**src/rtl/vedic_exec.sv**
```systemverilog
// Execute/write-back stage: single-cycle 32-bit add or 4-step 16x16 Urdhva-Tiryakbhyam
// multiply, followed by a one-cycle write-back strobe to registers t0..t8 (index 1..9).
module vedic_exec #(
  parameter int WIDTH = 32,
  parameter int RADDR = 5
) (
  input  logic             clk,
  input  logic             rst,
  input  logic [2:0]       func,
  input  logic [WIDTH-1:0] data_a,
  input  logic [WIDTH-1:0] data_b,
  input  logic [RADDR-1:0] store,
  input  logic             in_valid,
  output logic             in_ready,
  output logic [WIDTH-1:0] result,
  output logic [RADDR-1:0] wb_addr,
  output logic             wb_en,
  output logic             busy
);

  typedef enum logic [1:0] {IDLE, MUL, DONE} state_t;

  localparam logic [2:0] FUNC_ADD = 3'd1;
  localparam logic [2:0] FUNC_MPY = 3'd2;

  state_t           state, state_next;
  logic [15:0]      a_q, b_q;
  logic [RADDR-1:0] store_q;
  logic [WIDTH-1:0] acc;
  logic [1:0]       cnt;
  logic             accept;
  logic [7:0]       op_x, op_y;
  logic [4:0]       shamt;
  logic [WIDTH-1:0] partial;

  // 4x4 Urdhva cell: vertical/crosswise column sums, then weighted by column position.
  function automatic logic [7:0] urdhva4(input logic [3:0] x, input logic [3:0] y);
    logic [2:0] col [7];
    logic [7:0] p;
    for (int c = 0; c < 7; c++) col[c] = '0;
    for (int i = 0; i < 4; i++)
      for (int j = 0; j < 4; j++)
        col[i+j] = col[i+j] + 3'(x[i] & y[j]);
    p = '0;
    for (int c = 0; c < 7; c++) p = p + (8'(col[c]) << c);
    return p;
  endfunction

  function automatic logic [15:0] urdhva8(input logic [7:0] x, input logic [7:0] y);
    logic [7:0] ll, lh, hl, hh;
    ll = urdhva4(x[3:0], y[3:0]);
    lh = urdhva4(x[3:0], y[7:4]);
    hl = urdhva4(x[7:4], y[3:0]);
    hh = urdhva4(x[7:4], y[7:4]);
    return 16'(ll) + (16'(lh) << 4) + (16'(hl) << 4) + (16'(hh) << 8);
  endfunction

  function automatic logic store_ok(input logic [RADDR-1:0] s);
    return (s >= RADDR'(1)) && (s <= RADDR'(9));
  endfunction

  assign accept = in_valid && in_ready && (func == FUNC_ADD || func == FUNC_MPY);

  // NOTE: sequential state uses non-blocking (<=) so every flop samples pre-edge values.
  always_ff @(posedge clk or posedge rst) begin
    if (rst) state <= IDLE;
    else     state <= state_next;
  end

  // NOTE: default assignment first so no path through this block can infer a latch.
  always_comb begin
    state_next = state;
    case (state)
      IDLE:    if (accept) state_next = (func == FUNC_MPY) ? MUL : DONE;
      MUL:     if (cnt == 2'd3) state_next = DONE;
      DONE:    state_next = IDLE;
      default: state_next = IDLE;
    endcase
  end

  always_comb begin
    in_ready = (state == IDLE);
    busy     = (state == MUL) || (state == DONE);
  end

  // Step operand select: lo*lo, lo*hi<<8, hi*lo<<8, hi*hi<<16.
  always_comb begin
    op_x  = a_q[7:0];
    op_y  = b_q[7:0];
    shamt = 5'd0;
    case (cnt)
      2'd1: begin op_y = b_q[15:8]; shamt = 5'd8; end
      2'd2: begin op_x = a_q[15:8]; shamt = 5'd8; end
      2'd3: begin op_x = a_q[15:8]; op_y = b_q[15:8]; shamt = 5'd16; end
      default: ;
    endcase
    partial = WIDTH'(urdhva8(op_x, op_y)) << shamt;
  end

  always_ff @(posedge clk or posedge rst) begin
    if (rst) begin
      a_q     <= '0;
      b_q     <= '0;
      store_q <= '0;
      acc     <= '0;
      cnt     <= '0;
      result  <= '0;
      wb_addr <= '0;
      wb_en   <= 1'b0;
    end else begin
      wb_en <= 1'b0;
      case (state)
        IDLE: if (accept) begin
          a_q     <= data_a[15:0];
          b_q     <= data_b[15:0];
          store_q <= store;
          if (func == FUNC_ADD) begin
            result  <= data_a + data_b;
            wb_addr <= store;
            wb_en   <= store_ok(store);
          end else begin
            acc <= '0;
            cnt <= '0;
          end
        end
        MUL: begin
          cnt <= cnt + 2'd1;
          if (cnt == 2'd3) begin
            result  <= acc + partial;
            wb_addr <= store_q;
            wb_en   <= store_ok(store_q);
          end else begin
            acc <= acc + partial;
          end
        end
        default: ;
      endcase
    end
  end

endmodule
```
**config.mk**
```make
export PLATFORM = sky130hd
export DESIGN_NAME = vedic_exec
export DESIGN_NICKNAME = d
export VERILOG_FILES = /design/src/rtl/vedic_exec.sv
export SDC_FILE = /design/constraint.sdc
export NUM_CORES = 1
export LEC_CHECK = 0
export CELL_PAD_IN_SITES_DETAIL_PLACEMENT = 0
export CELL_PAD_IN_SITES_GLOBAL_PLACEMENT = 1
export CORE_ASPECT_RATIO = 1.25
export CORE_MARGIN = 2
export CORE_UTILIZATION = 44
export DETAILED_ROUTE_END_ITERATION = 7
export GPL_ROUTABILITY_DRIVEN = 0
export PLACE_DENSITY_LB_ADDON = 0.1
export SLEW_MARGIN = 20
export SYNTH_ARGS = -nofsm -noshare
export SYNTH_HDL_FRONTEND = slang
export SYNTH_SLANG_ARGS = --single-unit
```
**constraint.sdc**
```tcl
create_clock -name clk -period 11.9 [get_ports clk]
set_clock_uncertainty 0.2 [all_clocks]
set_input_delay 1.19 -clock clk [delete_from_list [all_inputs] [get_ports clk]]
set_output_delay 1.19 -clock clk [all_outputs]
set_load 0.05 [all_outputs]
```
==> qor.yml, run 1 <==
cts:
  clk_pin_slew_worst_paths_ps: 90
  cts_hold_buf: 0
  cts_tree: "built"
  cts_root_buffer: "clkbuf_16"
  post_cts_resize_count: 0
  insertion_delay_ps: 370
  clockBufferDepth: 2
  post_cts_buffers: 0
  clkSinkCount: 111
  htreeDepth: 3
  cts_buffers: 9
drt:
  drc: 0
  dr.max_layer_used: "met4"
  wirelength_met1_um: 12500
  wl_um: 29800
  dr_wl_met3_um: 1070
  vias: 8728
  ant_nets: 0
  route.met2.wl_um: 15200
  drt-wirelength-per-cell_um: 19.0
  vias_per_cell: 5.58
  drtPass1Iterations: 5
  drtIter0Drc: 380
yosys:
  synthFlopType: "dfrtp_1"
  yosys.area_share.adder: 0.212
  yosys-top-cells-area: "dfrtp_1, ha_1, fa_1"
  synth.most_common_cell: "ha_1"
  syn_avg_cell_area_um2: 8.78
  synthArstFlopShare: 1.00
  synth_xor_area_frac: 0.0560
  ys_ff_latch: 111
  yosysSeqAreaShare: 0.271
  synth_top_area_frac: 0.271
  synth_compound_area_frac: 0.189
  yosys_warnings: 0
  synth_top_family_by_area: "adder cells"
  synthDistinctLibCells: 68
  synth_top_cell_by_area: "dfrtp_1"
  synthMuxAreaShare: 0.0735
  synth_cells: 1168
  syn_nets: 1398
  synthTopCellsByCount: "ha_1, nand2_1, nor2_1"
  syn-cell-area_mm2: 0.0103
  synth-edff-count: 0
  yosys.area_share.simple: 0.155
finish:
  final_nets: 1500
  area_delta_synth_final_pct: 17.8
  fin_util: 0.526
  antenna_cells: 0
  drive_above_1_share: 0.0839
  layoutNonFillerInstCount: 1563
sta:
  fin_crit_ps: 9770
  fmax_ghz: 0.102
  tns_ps: 0
  hold_ws_ps: 289
  period_share: 0.821
  slew_headroom: 0.249
  worst_slew_pin_slew_ps: 1100
  drv_slew: 0
  setup_viol: 0
  finalHoldViolCount: 0
  rsz0062_at_grt: "false"
die:
  row_count: 62
  die-area_mm2: 0.0246
  die_w_um: 141
  start_util: 0.447
  die_height_um: 175
  design.core.area_mm2: 0.0230
  io_pins: 115
placement:
  port_buffers: 114
  dp_cells: 1547
  hpwlAfterDp_um: 24200
global_routing:
  overflow: 0
  grt_use_total: 0.248
  grt_pass1_wl_um: 47300
  grt_pass1_vias: 8818
  antenna_found_initial: 0
  grt_max_degree: 66
worst_setup_path:
  r2r-start: "cnt[0]$_DFFE_PP0P_"
  reg2regPathDepth: 33
  start_kind: "flip-flop"
  ff2ff_setup_slack_ps: 2130
  rr_endpoint: "acc[28]$_DFFE_PP0P_"
  slowest_stage: "nor2_1"
  crit_path_max_fanout: 16
  critPathMostFrequentCell: "ha_1"
  critPathKind: "flip-flop to flip-flop"
  crit_path_end_kind: "flip-flop"
  required_ps: 11980
  crit_arrival_ps: 9850
  cpPeakStageDelay_ps: 770
hold_path:
  hold_class: "flip-flop to flip-flop"
  holdPathStages: 2
  holdCritStartpoint: "result[18]$_DFFE_PP0P_"
  min_to: "result[18]$_DFFE_PP0P_"
run_status:
  status: "finished clean"
flow_run:
  max-cap-violations: 0
==> state kept, by name, summed over array words and instances, names as in the netlist <==
name     count
result      32
b_q         16
wb_addr      5
wb_en        1
a_q         16
store_q      5
state        2
cnt          2
acc         32
==> cell families (layout without fill, tap and decap cells) <==
kind of cell / count (synthesis) / after routing
adder cells (fa/ha/maj): 155 / 155
multiplexers: 70 / 70
XOR/XNOR: 64 / 64
buffers and inverters: 119 / 226
AND/OR/NAND/NOR: 349 / 349
AO/OA/AOI/OAI: 300 / 300
flip-flops: 111 / 111
==> critical path: cells and delay by family (launching register included) <==
kind	cells	cell delay [ps]
compound gates	12	2500
xor+xnor	3	610
fa+ha+maj	9	3450
buf+inv	1	40
flops	1	440
mux	2	930
simple gates	6	1520
==> area by class of cell <==
| class | instances | area (µm²) |
|---|---|---|
| Clock inverter | 7 | 111 |
| Fill cell | 2223 | 10900 |
| Sequential cell | 111 | 2780 |
| Multi-Input combinational cell | 938 | 7060 |
| Tap cell | 288 | 360 |
| Clock buffer | 9 | 225 |
| Inverter | 84 | 318 |
| Timing Repair Buffer | 126 | 1230 |
==> cells in the final DEF, fill, tap and decap left out, drive strengths merged, types with 4 or more instances in the layout <==
master,Yosys,routed
nor2,115,115
nor3,12,12
o21a,10,10
and2,12,12
o31ai,9,9
nand4,6,6
o21ai,75,75
buf,5,12
nand2,117,117
or3,10,10
a31oi,20,20
mux2i,27,27
nand3,19,19
a22o,7,7
nand2b,6,6
a211oi,13,13
o31a,4,4
inv,84,86
clkbuf,30,9
a21o,39,39
nor2b,6,6
a21oi,73,73
o21bai,10,10
fa,31,31
ha,124,124
o211ai,6,6
nor4,4,4
o22ai,6,6
clkdlybuf4s50,0,114
xor2,23,23
or2,16,16
and3,15,15
xnor2,40,40
dfrtp,111,111
mux2,43,43
==> per-stage QoR <==
stage	setup slack (ps)	area [µm²]
floorplan	3250	10300
global placement	2330	11800
detailed placement	2140	11800
CTS	2150	12100
global route	1320	12100
finish	2130	12100
==> worst max path at each step <==
stage / start / slack [ps] / cells past startpoint / endpoint
2_1_floorplan: cnt[0]$_DFFE_PP0P_ / 3250 / 31 / result[31]$_DFFE_PP0P_
3_3_place_gp: cnt[0]$_DFFE_PP0P_ / 2330 / 33 / result[22]$_DFFE_PP0P_
3_5_place_dp: cnt[0]$_DFFE_PP0P_ / 2140 / 33 / acc[28]$_DFFE_PP0P_
4_1_cts: cnt[0]$_DFFE_PP0P_ / 2150 / 33 / acc[28]$_DFFE_PP0P_
5_1_grt: cnt[0]$_DFFE_PP0P_ / 1320 / 34 / acc[28]$_DFFE_PP0P_
6_report: cnt[0]$_DFFE_PP0P_ / 2130 / 33 / acc[28]$_DFFE_PP0P_
==> layer usage <==
metal | GRT usage | vias to the layer above
li1 | - | 4335
met3 | 0.0266 | 42
met4 | 0.0838 | 0
met2 | 0.457 | 189
met5 | 0 | -
met1 | 0.300 | 4162
Power of run 1 is left out: the tool's default activity adds up to more than one toggle a clock period on the data nets, which glitch-free logic cannot reach.
==> run 2, diff against run 1 <==
clock period = 9.3 ns   (was 11.9 ns; I/O delays follow)
==> run 2 against run 1 <==
- highest routed layer unchanged
- critical path depth down 2
- worst setup slack worse by 1500 ps
- critical path type unchanged
- non-clock buffer count up 15
- critical endpoint is now result[27]$_DFFE_PP0P_
- via count up 0.65%
- global-route usage down 0.18 points
- routed wire length up 0.77%
- flip-flop and latch count unchanged
==> qor.yml, run 2 (synthesis results as in run 1) <==
finish:
  layout_commonest_cell: "ha_1"
  final_cell_mix: "ha_1, nand2_1, nor2_1"
  antenna_cells: 0
  layoutNonFillerInstCount: 1578
  final_nets: 1515
  regArea_mm2: 0.00278
  design_area_mm2: 0.0122
  area_delta_synth_final_pct: 18.7
  multi_input_area_mm2: 0.00707
  drive_above_1_share: 0.0953
  n_fill_cell: 2222
  top_regs: "acc x32, result x32"
drt:
  drt-wirelength-per-cell_um: 19.0
  ant_nets: 0
  drc: 0
  drtIter0Drc: 327
  vias_per_cell: 5.57
  wl_um: 30000
  vias: 8785
  drtPass1Iterations: 5
global_routing:
  grt_pass1_vias: 8839
  overflow: 0
  grt_max_degree: 74
  antenna_found_initial: 0
  grt_pass1_wl_um: 47100
  grt_use_total: 0.246
die:
  die-area_mm2: 0.0246
  die_w_um: 141
  row_count: 62
  design.core.area_mm2: 0.0230
  io_pins: 115
  die_height_um: 175
  start_util: 0.447
hold_path:
  holdPathStages: 2
  hold_class: "flip-flop to flip-flop"
  holdCritStartpoint: "result[2]$_DFFE_PP0P_"
  min_to: "result[2]$_DFFE_PP0P_"
worst_setup_path:
  worstSetupStartpoint: "cnt[0]$_DFFE_PP0P_"
  slowest_stage: "fa_1"
  crit_path_end_kind: "flip-flop"
  required_ps: 9340
  cpPeakStageDelay_ps: 540
  critPathMostFrequentCell: "ha_1"
  reg2regPathDepth: 31
  rr_endpoint: "result[27]$_DFFE_PP0P_"
  ff2ff_setup_slack_ps: 630
  r2r-start: "cnt[0]$_DFFE_PP0P_"
  start_kind: "flip-flop"
  critPathKind: "flip-flop to flip-flop"
  crit_path_max_fanout: 10
  crit_arrival_ps: 8710
cts:
  htreeDepth: 3
  insertion_delay_ps: 360
  clk_pin_slew_worst_paths_ps: 80
  clockBufferDepth: 2
  clkSinkCount: 111
  cts_buffers: 9
  cts_tree: "built"
  cts_hold_buf: 0
  cts_root_buffer: "clkbuf_16"
sta:
  period_share: 0.932
  finalHoldViolCount: 0
  setup_viol: 0
  slew_headroom: 0.361
  hold_ws_ps: 287
  drv_slew: 0
  worst_slew_pin_slew_ps: 958
  tns_ps: 0
  fmax_ghz: 0.115
  rsz0062_at_grt: "false"
  fin_crit_ps: 8670
placement:
  placed_area_mm2: 0.0119
  dp_cells: 1562
  port_buffers: 114
  hpwlAfterDp_um: 24600
flow_run:
  max-cap-violations: 0
run_status:
  status: "finished clean"
run 2: cell count changes in the layout (fill, tap and decap cells not counted), sizes merged:
cell,delta
bufinv,-1
clkinv,-1
buf,+15
inv,+2
run 2: repair_timing:
| item | 4_1_cts | 5_1_grt |
|---|---|---|
| resized for setup | 0 | 1 |
| endpoints found under the setup margin | 0 | 2 |
| buffers inserted | 0 | 0 |
run 2: cell type report:
type / count / share of cell area
multi-input cells: 938 / 0.581
flip-flops and latches: 111 / 0.228
repair buffers: 141 / 0.110
well taps: 288 / 0.0296
inverters: 84 / 0.0261
clock buffers: 9 / 0.0185
clock inverters: 7 / 0.00678
run 2: how the worst max path moves through the flow:
stage,end,slack (ps),cells after the start
after floorplan,result[31]$_DFFE_PP0P_,650,31
after detailed placement,result[25]$_DFFE_PP0P_,500,32
after CTS,result[25]$_DFFE_PP0P_,450,31
after global placement,result[25]$_DFFE_PP0P_,600,32
final,result[27]$_DFFE_PP0P_,630,31
after global routing,result[31]$_DFFE_PP0P_,10,34
run 2: routing by layer:
metal / global-route usage / routed length [µm] / vias up
met5: 0 / 0 / -
met4: 0.0733 / 825 / 0
met3: 0.0216 / 759 / 31
met2: 0.468 / 15800 / 162
li1: - / - / 4370
met1: 0.293 / 12600 / 4222
run 2: critical path, delay by kind of cell, from the launching register on:
family                     cells  cell delay (ps)
adders and majority gates     10             3450
AOI/OAI and AO/OA              9             2530
and+or+nand+nor                5              760
xor gates and xnor gates       3              500
DFF                            1              450
buffers and inverters          3              440
muxes                          1              200
run 2: through the flow:
stage          worst slack [ps]   util
5_1_grt                    10.5  0.530
2_1_floorplan               653      -
3_3_place_gp                597  0.517
4_1_cts                     450  0.530
3_5_place_dp                499  0.517
6_report                    629  0.530
Power of run 2 is left out for the same reason.
